File: config.mk
export PLATFORM = sky130hd
export DESIGN_NAME = traffic_intersection_flat
export DESIGN_NICKNAME = d
export VERILOG_FILES = /design/src/rtl/traffic_pkg.sv /design/src/rtl/traffic_intersection_if.sv /design/src/rtl/tl_phase_timer.sv /design/src/rtl/traffic_intersection.sv /design/src/flat_wrapper.sv
export SDC_FILE = /design/constraint.sdc
export NUM_CORES = 1
export LEC_CHECK = 0
export CAP_MARGIN = 10
export CORE_ASPECT_RATIO = 1.25
export CORE_MARGIN = 10
export CORE_UTILIZATION = 46
export CTS_CLUSTER_DIAMETER = 40
export DETAILED_ROUTE_END_ITERATION = 12
export GPL_TIMING_DRIVEN = 0
export PLACE_DENSITY_LB_ADDON = 0.15
export SLEW_MARGIN = 30
export SYNTH_ARGS = -nofsm -noshare
export SYNTH_HDL_FRONTEND = slang
export SYNTH_SLANG_ARGS = --single-unit
File: constraint.sdc
create_clock -name clk -period 2.15 [get_ports clk]
set_clock_uncertainty 0.05 [all_clocks]
set_input_delay 0.3225 -clock clk [delete_from_list [all_inputs] [get_ports clk]]
set_output_delay 0.3225 -clock clk [all_outputs]
set_load 0.01 [all_outputs]
File: src/rtl/traffic_pkg.sv
// Shared types for the intersection controllers: FSM state encoding and the
// per-state interval lookup used when a state is entered.
package traffic_pkg;

  typedef enum logic [2:0] {
    S_GREEN,
    S_YELLOW,
    S_ALLRED,
    S_REDYLW,
    S_FLASH
  } tl_state_e;

  // Value the down-counter loads on entry to a state (interval minus one).
  function automatic int time_to_load(input tl_state_e s, input int green_t,
                                      input int yellow_t, input int allred_t,
                                      input int redylw_t, input int flash_t);
    int t;
    case (s)
      S_GREEN:  t = green_t;
      S_YELLOW: t = yellow_t;
      S_ALLRED: t = allred_t;
      S_REDYLW: t = redylw_t;
      default:  t = flash_t;
    endcase
    return t - 1;
  endfunction

endpackage

File: src/rtl/traffic_intersection_if.sv
// Detector/button inputs and lamp outputs of the intersection controller.
interface traffic_intersection_if #(
  parameter int N_PHASES = 2,
  parameter int PW       = (N_PHASES > 2) ? $clog2(N_PHASES) : 1
);
  logic [N_PHASES-1:0] det;
  logic [N_PHASES-1:0] ped_req;
  logic                flash_req;
  logic [N_PHASES-1:0] red;
  logic [N_PHASES-1:0] yellow;
  logic [N_PHASES-1:0] green;
  logic [N_PHASES-1:0] walk;
  logic [PW-1:0]       cur_phase;
  logic                flashing;

  modport master (
    output det, ped_req, flash_req,
    input  red, yellow, green, walk, cur_phase, flashing
  );

  modport slave (
    input  det, ped_req, flash_req,
    output red, yellow, green, walk, cur_phase, flashing
  );
endinterface

File: src/rtl/tl_phase_timer.sv
// Loadable down-counter that stops at zero; zero flag gates state exits.
module tl_phase_timer #(
  parameter int            TW      = 4,
  parameter logic [TW-1:0] RST_VAL = '0
) (
  input  logic          clk,
  input  logic          rst,
  input  logic          load,
  input  logic [TW-1:0] load_val,
  output logic [TW-1:0] cnt,
  output logic          zero
);

  always_ff @(posedge clk) begin
    if (!rst)            cnt <= RST_VAL;
    else if (load)       cnt <= load_val;
    else if (cnt != '0)  cnt <= cnt - 1'b1;
  end

  assign zero = (cnt == '0);

endmodule

File: src/rtl/traffic_intersection.sv
// Demand-actuated N-phase intersection controller with all-red clearance,
// red+yellow prepare, rest-in-green and flashing-yellow night mode.
module traffic_intersection
  import traffic_pkg::*;
#(
  parameter int N_PHASES = 2,
  parameter int GREEN_T  = 20,
  parameter int YELLOW_T = 4,
  parameter int ALLRED_T = 2,
  parameter int REDYLW_T = 4,
  parameter int FLASH_T  = 8
) (
  input logic clk,
  input logic rst,
  traffic_intersection_if.slave tif
);

  localparam int PW   = (N_PHASES > 2) ? $clog2(N_PHASES) : 1;
  localparam int M1   = (GREEN_T > YELLOW_T) ? GREEN_T : YELLOW_T;
  localparam int M2   = (M1 > ALLRED_T) ? M1 : ALLRED_T;
  localparam int M3   = (M2 > REDYLW_T) ? M2 : REDYLW_T;
  localparam int MAXT = (M3 > FLASH_T) ? M3 : FLASH_T;
  localparam int TW   = $clog2(MAXT + 1);

  if (N_PHASES < 2 || N_PHASES > 8 || GREEN_T < 1 || YELLOW_T < 1 ||
      ALLRED_T < 1 || REDYLW_T < 1 || FLASH_T < 1) begin : g_bad_param
    $error("traffic_intersection: illegal parameter value");
  end

  tl_state_e           state, state_d;
  logic [PW-1:0]       cur, cur_d, nxt, nxt_d, rr;
  logic [N_PHASES-1:0] call, call_d, pend, pend_d, srv, srv_d;
  logic                blink, blink_d, found;
  logic                ld, tz;
  logic [TW-1:0]       tmr, ld_val;

  assign ld_val = TW'(time_to_load(state_d, GREEN_T, YELLOW_T, ALLRED_T,
                                   REDYLW_T, FLASH_T));

  tl_phase_timer #(.TW(TW), .RST_VAL(TW'(ALLRED_T - 1))) u_tmr (
    .clk      (clk),
    .rst      (rst),
    .load     (ld),
    .load_val (ld_val),
    .cnt      (tmr),
    .zero     (tz)
  );

  always_ff @(posedge clk) begin
    if (!rst) begin
      state <= S_ALLRED;
      cur   <= '0;
      nxt   <= '0;
      call  <= '0;
      pend  <= '0;
      srv   <= '0;
      blink <= 1'b0;
    end else begin
      state <= state_d;
      cur   <= cur_d;
      nxt   <= nxt_d;
      call  <= call_d;
      pend  <= pend_d;
      srv   <= srv_d;
      blink <= blink_d;
    end
  end

  // Round-robin search from cur+1; scanning downward lets the nearest call win.
  always_comb begin
    rr    = PW'((int'(cur) + 1) % N_PHASES);
    found = 1'b0;
    for (int k = N_PHASES - 1; k >= 1; k--) begin
      if (call[(int'(cur) + k) % N_PHASES]) begin
        rr    = PW'((int'(cur) + k) % N_PHASES);
        found = 1'b1;
      end
    end
  end

  always_comb begin
    state_d = state;
    cur_d   = cur;
    nxt_d   = nxt;
    call_d  = call | tif.det | tif.ped_req;
    pend_d  = pend | tif.ped_req;
    srv_d   = srv;
    blink_d = blink;
    ld      = 1'b0;
    case (state)
      S_ALLRED: if (tz) begin
        ld = 1'b1;
        if (tif.flash_req) begin
          state_d = S_FLASH;
          blink_d = 1'b1;
        end else begin
          state_d = S_REDYLW;
        end
      end
      S_REDYLW: if (tz) begin
        state_d      = S_GREEN;
        ld           = 1'b1;
        cur_d        = nxt;
        call_d[nxt]  = 1'b0;
        pend_d[nxt]  = 1'b0;
        srv_d[nxt]   = pend[nxt];
      end
      S_GREEN: if (tz && (found || tif.flash_req)) begin
        state_d = S_YELLOW;
        ld      = 1'b1;
        nxt_d   = rr;
      end
      S_YELLOW: if (tz) begin
        state_d = S_ALLRED;
        ld      = 1'b1;
      end
      S_FLASH: begin
        if (!tif.flash_req) begin
          state_d = S_ALLRED;
          ld      = 1'b1;
          nxt_d   = '0;
          call_d  = '0;
        end else if (tz) begin
          blink_d = ~blink;
          ld      = 1'b1;
        end
      end
      default: begin
        state_d = S_ALLRED;
        ld      = 1'b1;
      end
    endcase
  end

  always_comb begin
    tif.red    = '0;
    tif.yellow = '0;
    tif.green  = '0;
    tif.walk   = '0;
    for (int p = 0; p < N_PHASES; p++) begin
      case (state)
        S_GREEN: begin
          tif.green[p] = (PW'(p) == cur);
          tif.red[p]   = (PW'(p) != cur);
          tif.walk[p]  = (PW'(p) == cur) && srv[p];
        end
        S_YELLOW: begin
          tif.yellow[p] = (PW'(p) == cur);
          tif.red[p]    = (PW'(p) != cur);
        end
        S_REDYLW: begin
          tif.red[p]    = 1'b1;
          tif.yellow[p] = (PW'(p) == nxt);
        end
        S_FLASH:  tif.yellow[p] = blink;
        default:  tif.red[p]    = 1'b1;
      endcase
    end
  end

  assign tif.cur_phase = cur;
  assign tif.flashing  = (state == S_FLASH);

endmodule

File: src/flat_wrapper.sv
// flat-port wrapper written by rule: the top's interface ports become plain ports
module traffic_intersection_flat import traffic_pkg::*;
#(
  parameter int N_PHASES = 2,
  parameter int GREEN_T  = 20,
  parameter int YELLOW_T = 4,
  parameter int ALLRED_T = 2,
  parameter int REDYLW_T = 4,
  parameter int FLASH_T  = 8
)
  (clk, rst, tif_det, tif_ped_req, tif_flash_req, tif_red, tif_yellow, tif_green, tif_walk, tif_cur_phase, tif_flashing);
  traffic_intersection_if #(.N_PHASES(N_PHASES)) tif_i ();
  input logic clk;
  input logic rst;
  input wire logic [$bits(tif_i.det)-1:0] tif_det;
  input wire logic [$bits(tif_i.ped_req)-1:0] tif_ped_req;
  input wire logic [$bits(tif_i.flash_req)-1:0] tif_flash_req;
  output wire logic [$bits(tif_i.red)-1:0] tif_red;
  output wire logic [$bits(tif_i.yellow)-1:0] tif_yellow;
  output wire logic [$bits(tif_i.green)-1:0] tif_green;
  output wire logic [$bits(tif_i.walk)-1:0] tif_walk;
  output wire logic [$bits(tif_i.cur_phase)-1:0] tif_cur_phase;
  output wire logic [$bits(tif_i.flashing)-1:0] tif_flashing;
  assign tif_i.det = tif_det;
  assign tif_i.ped_req = tif_ped_req;
  assign tif_i.flash_req = tif_flash_req;
  assign tif_red = tif_i.red;
  assign tif_yellow = tif_i.yellow;
  assign tif_green = tif_i.green;
  assign tif_walk = tif_i.walk;
  assign tif_cur_phase = tif_i.cur_phase;
  assign tif_flashing = tif_i.flashing;
  traffic_intersection #(.N_PHASES(N_PHASES), .GREEN_T(GREEN_T), .YELLOW_T(YELLOW_T), .ALLRED_T(ALLRED_T), .REDYLW_T(REDYLW_T), .FLASH_T(FLASH_T)) u_core (.clk(clk), .rst(rst), .tif(tif_i));
endmodule
==> impl_metrics.yaml <==
route:
  drt_first_pass_iters: 4
  final_antenna_net_count: 0
  routed_wl_um: 2640
  drt_first_iter_violations: 46
  drt_wl_cell_um: 16.4
  number_of_vias_after_detailed_routing: 939
  drt_drc_violations_left: 0
  drt-vias-per-instance: 5.83
synth:
  yosys.cell_count.top_type: "sky130_fd_sc_hd__dfxtp_1"
  synth-seq-area-share_pct: 35.5
  synth_top_area_share_pct: 35.5
  synth.lib_cells_used.distinct: 40
  synth_cells: 120
  synth.yosys.warnings: 0
  post_synthesis_register_bit_count: 17
  number_of_enable_type_register_cells_in_the_synthesized_netlist: 0
  ys_top_cells_by_area: "sky130_fd_sc_hd__dfxtp_1, sky130_fd_sc_hd__o21ai_0, sky130_fd_sc_hd__nand2_1"
  proportion_of_synthesized_flip_flops_having_asynchronous_set_or_reset_pct: 0
  synth_fp_nets: 128
  synth.largest_area_cell: "sky130_fd_sc_hd__dfxtp_1"
  synthTopCellsByCount: "sky130_fd_sc_hd__dfxtp_1, sky130_fd_sc_hd__nand2_1, sky130_fd_sc_hd__nor2_1"
  syn_avg_cell_area_um2: 7.99
  synth_area_um2: 958
  synth_top_flop_cell: "sky130_fd_sc_hd__dfxtp_1"
clocking:
  post_cts_hold_buffer_count: 0
  insertion_delay_ns: 0.30
  numCtsBuffers: 3
  cts-htree-levels: 1
  clkTransAtPathRegs_ns: 0.10
  cts_tree: "yes"
  clkSinkCount: 17
  cts.path.max_buffers: 2
  clock-root-buffer: "sky130_fd_sc_hd__clkbuf_4"
placed_design:
  port_buffers: 16
  place.gp.congestion: 0.839
  hpwl_um: 1810
sta:
  maxSlewHeadroom_pct: 66.4
  final.period_utilization_pct: 96.9
  setup-tns-final_ns: 0
  timing_max_transition_violations_final: 0
  grt_setup_unrepaired: "yes"
  worst_slew_pin_slew_ns: 0.499
  max_freq_mhz: 480
  finalHoldViolCount: 0
  crit_path_time_final_ns: 2.08
  setup_viol: 0
power_and_ir_drop:
  netSwitchingFraction_pct: 41.2
  seq_power_share_pct: 32.7
  p_leak_nw: 0.546
  share_comb_of_total_power_pct: 53.9
  switching_power_w: 0.000557
  powerDensity_nw_per_um2: 1070
  vdd_drop_max_mv: 0.675
  intPower_w: 0.000793
  design_power_total_w: 0.00135
  clockPowerShare_pct: 13.3
critical_path:
  cp.buffers_inverters: 2
  critPathKind: "reg2reg"
  critical_path_peak_fanout: 8
  critical_path.max_stage_delay_ns: 0.43
  worst_path_dominant_cell_family: "simple AND/OR/NAND/NOR gates"
  crit_path_end_kind: "flop"
  critPathSlowestCell: "sky130_fd_sc_hd__or3_4"
  worstPathArrival_ns: 2.25
  startpoint_type: "flop"
  cp_data_required_time_ns: 2.32
  cp_cell_sequence: "buf_6 > or3_4 > nor3_4 > or2_1 > buf_4 > a21oi_1 > ha_4 > o2111a_1 > a311oi_2"
die:
  placement_rows: 18
  boundaryPins: 17
  design.die.area_um2: 4320
  die_y_um: 71.0
  floorplan.die.width_um: 60.8
  core_area_um2: 1980
  floorplan.initialDensity_pct: 48.4
finish:
  nNetsFinal: 150
  insertedDiodeCount: 0
  finish.utilization_pct: 63.5
  drive_above_1_share_pct: 17.7
  syn2layout_area_growth_pct: 31.3
global_route:
  grt_max_degree: 11
  global_route.overflow_total: 0
  grt_pass1_vias: 989
  wire_length_of_the_first_global_routing_pass_um: 4420
  gr-usage-all-layers_pct: 12.7
  antenna_found_initial: 0
run_status:
  status: "finished clean"
worst_hold_path:
  worst_hold_path_type: "reg2reg"
run:
  number_of_violations_of_the_max_capacitance_limit: 0
[logic make-up after synthesis]
family / share of synthesized area, %
adders and majority gates: 1.31
buffers and inverters: 6.14
xor gates and xnor gates: 0.914
and+or+nand+nor: 29.1
AOI/OAI and AO/OA: 21.7
muxes: 5.35
DFF: 35.5
[power groups by stage]
stage	sequential (W)	combinational [W]	clock, W
final	0.000442	0.000728	0.000180
after global routing	0.000448	0.000808	0.000196
after CTS	0.000436	0.000626	0.000179
after detailed placement	0.000434	0.000579	0
after global placement	0.000431	0.000567	0
after floorplan	0.000423	0.000443	0
[cell type report]
type                            count  area (um2)
Clock buffer                        4        26.3
Timing Repair Buffer               17         164
Inverter                            4        15.0
Tap cell                           20        25.0
Fill cell                         180         723
Multi-Input combinational cell     92         623
Buffer                              7        63.8
Sequential cell                    17         342
[sequential cells by signal (all words and copies together), names as in the netlist]
name	cells
u_core.call	2
u_core.tif.cur_phase	1
u_core.pend	2
u_core.u_tmr.cnt	5
u_core.state	3
u_core.blink	1
u_core.nxt	1
u_core.srv	2
[metal layers]
metal / up-vias / wire (um) / global-route usage (%)
met5: - / 0 / 0
met3: 6 / 160 / 4.64
met4: 0 / 38 / 4.40
met2: 19 / 1370 / 21.3
li1: 467 / - / -
met1: 447 / 1070 / 14.0
[final timing paths]
check                       start             endpoint  slack (ns)  cells after the start
setup reg to reg  u_core.state[2]  u_core.u_tmr.cnt[4]        0.07                      9
hold reg to reg    u_core.pend[0]        u_core.srv[0]        0.42                      2
hold / removal     u_core.pend[0]        u_core.srv[0]        0.42                      2
setup / recovery  u_core.state[2]  u_core.u_tmr.cnt[4]        0.07                      9
[worst min-delay path, cell delays in order, from the launching register on]
cell and delay [ns]:
sky130_fd_sc_hd__dfxtp_1 0.32, sky130_fd_sc_hd__nand2_1 0.04, sky130_fd_sc_hd__a21boi_0 0.06
[timing repair]
item | in CTS | in global routing
endpoints found under the hold margin | 0 | 0
endpoints found under the setup margin | 10 | 5
gates resized for setup | 20 | 11
setup buffers | 0 | 1
pin swaps | 0 | 3
[stage by stage]
step / hold WS [ns] / setup slack (ns) / instances / instance area (um2)
2_1_floorplan: 0.387 / 0.133 / 120 / 958
3_3_place_gp: 0.397 / -0.465 / 156 / 1140
3_5_place_dp: 0.409 / -0.527 / 156 / 1140
4_1_cts: 0.424 / 0.0158 / 160 / 1210
5_1_grt: 0.437 / -0.0268 / 161 / 1260
6_report: 0.418 / 0.0674 / 161 / 1260
[placed cells by master (no fill, tap or decap), types with 3 or more instances in the layout]
master                            Yosys  layout
sky130_fd_sc_hd__a21oi_1              4       4
sky130_fd_sc_hd__buf_6                2       3
sky130_fd_sc_hd__clkbuf_4             0       3
sky130_fd_sc_hd__clkdlybuf4s50_1      0       7
sky130_fd_sc_hd__dfxtp_1             17      16
sky130_fd_sc_hd__dlygate4sd2_1        0       7
sky130_fd_sc_hd__inv_1                4       4
sky130_fd_sc_hd__mux2i_1              4       4
sky130_fd_sc_hd__nand2_1             14      14
sky130_fd_sc_hd__nor2_1              13      11
sky130_fd_sc_hd__nor3_1               7       5
sky130_fd_sc_hd__nor3_4               0       3
sky130_fd_sc_hd__o21ai_0             11      11
Power figures use the tool's default switching activity.
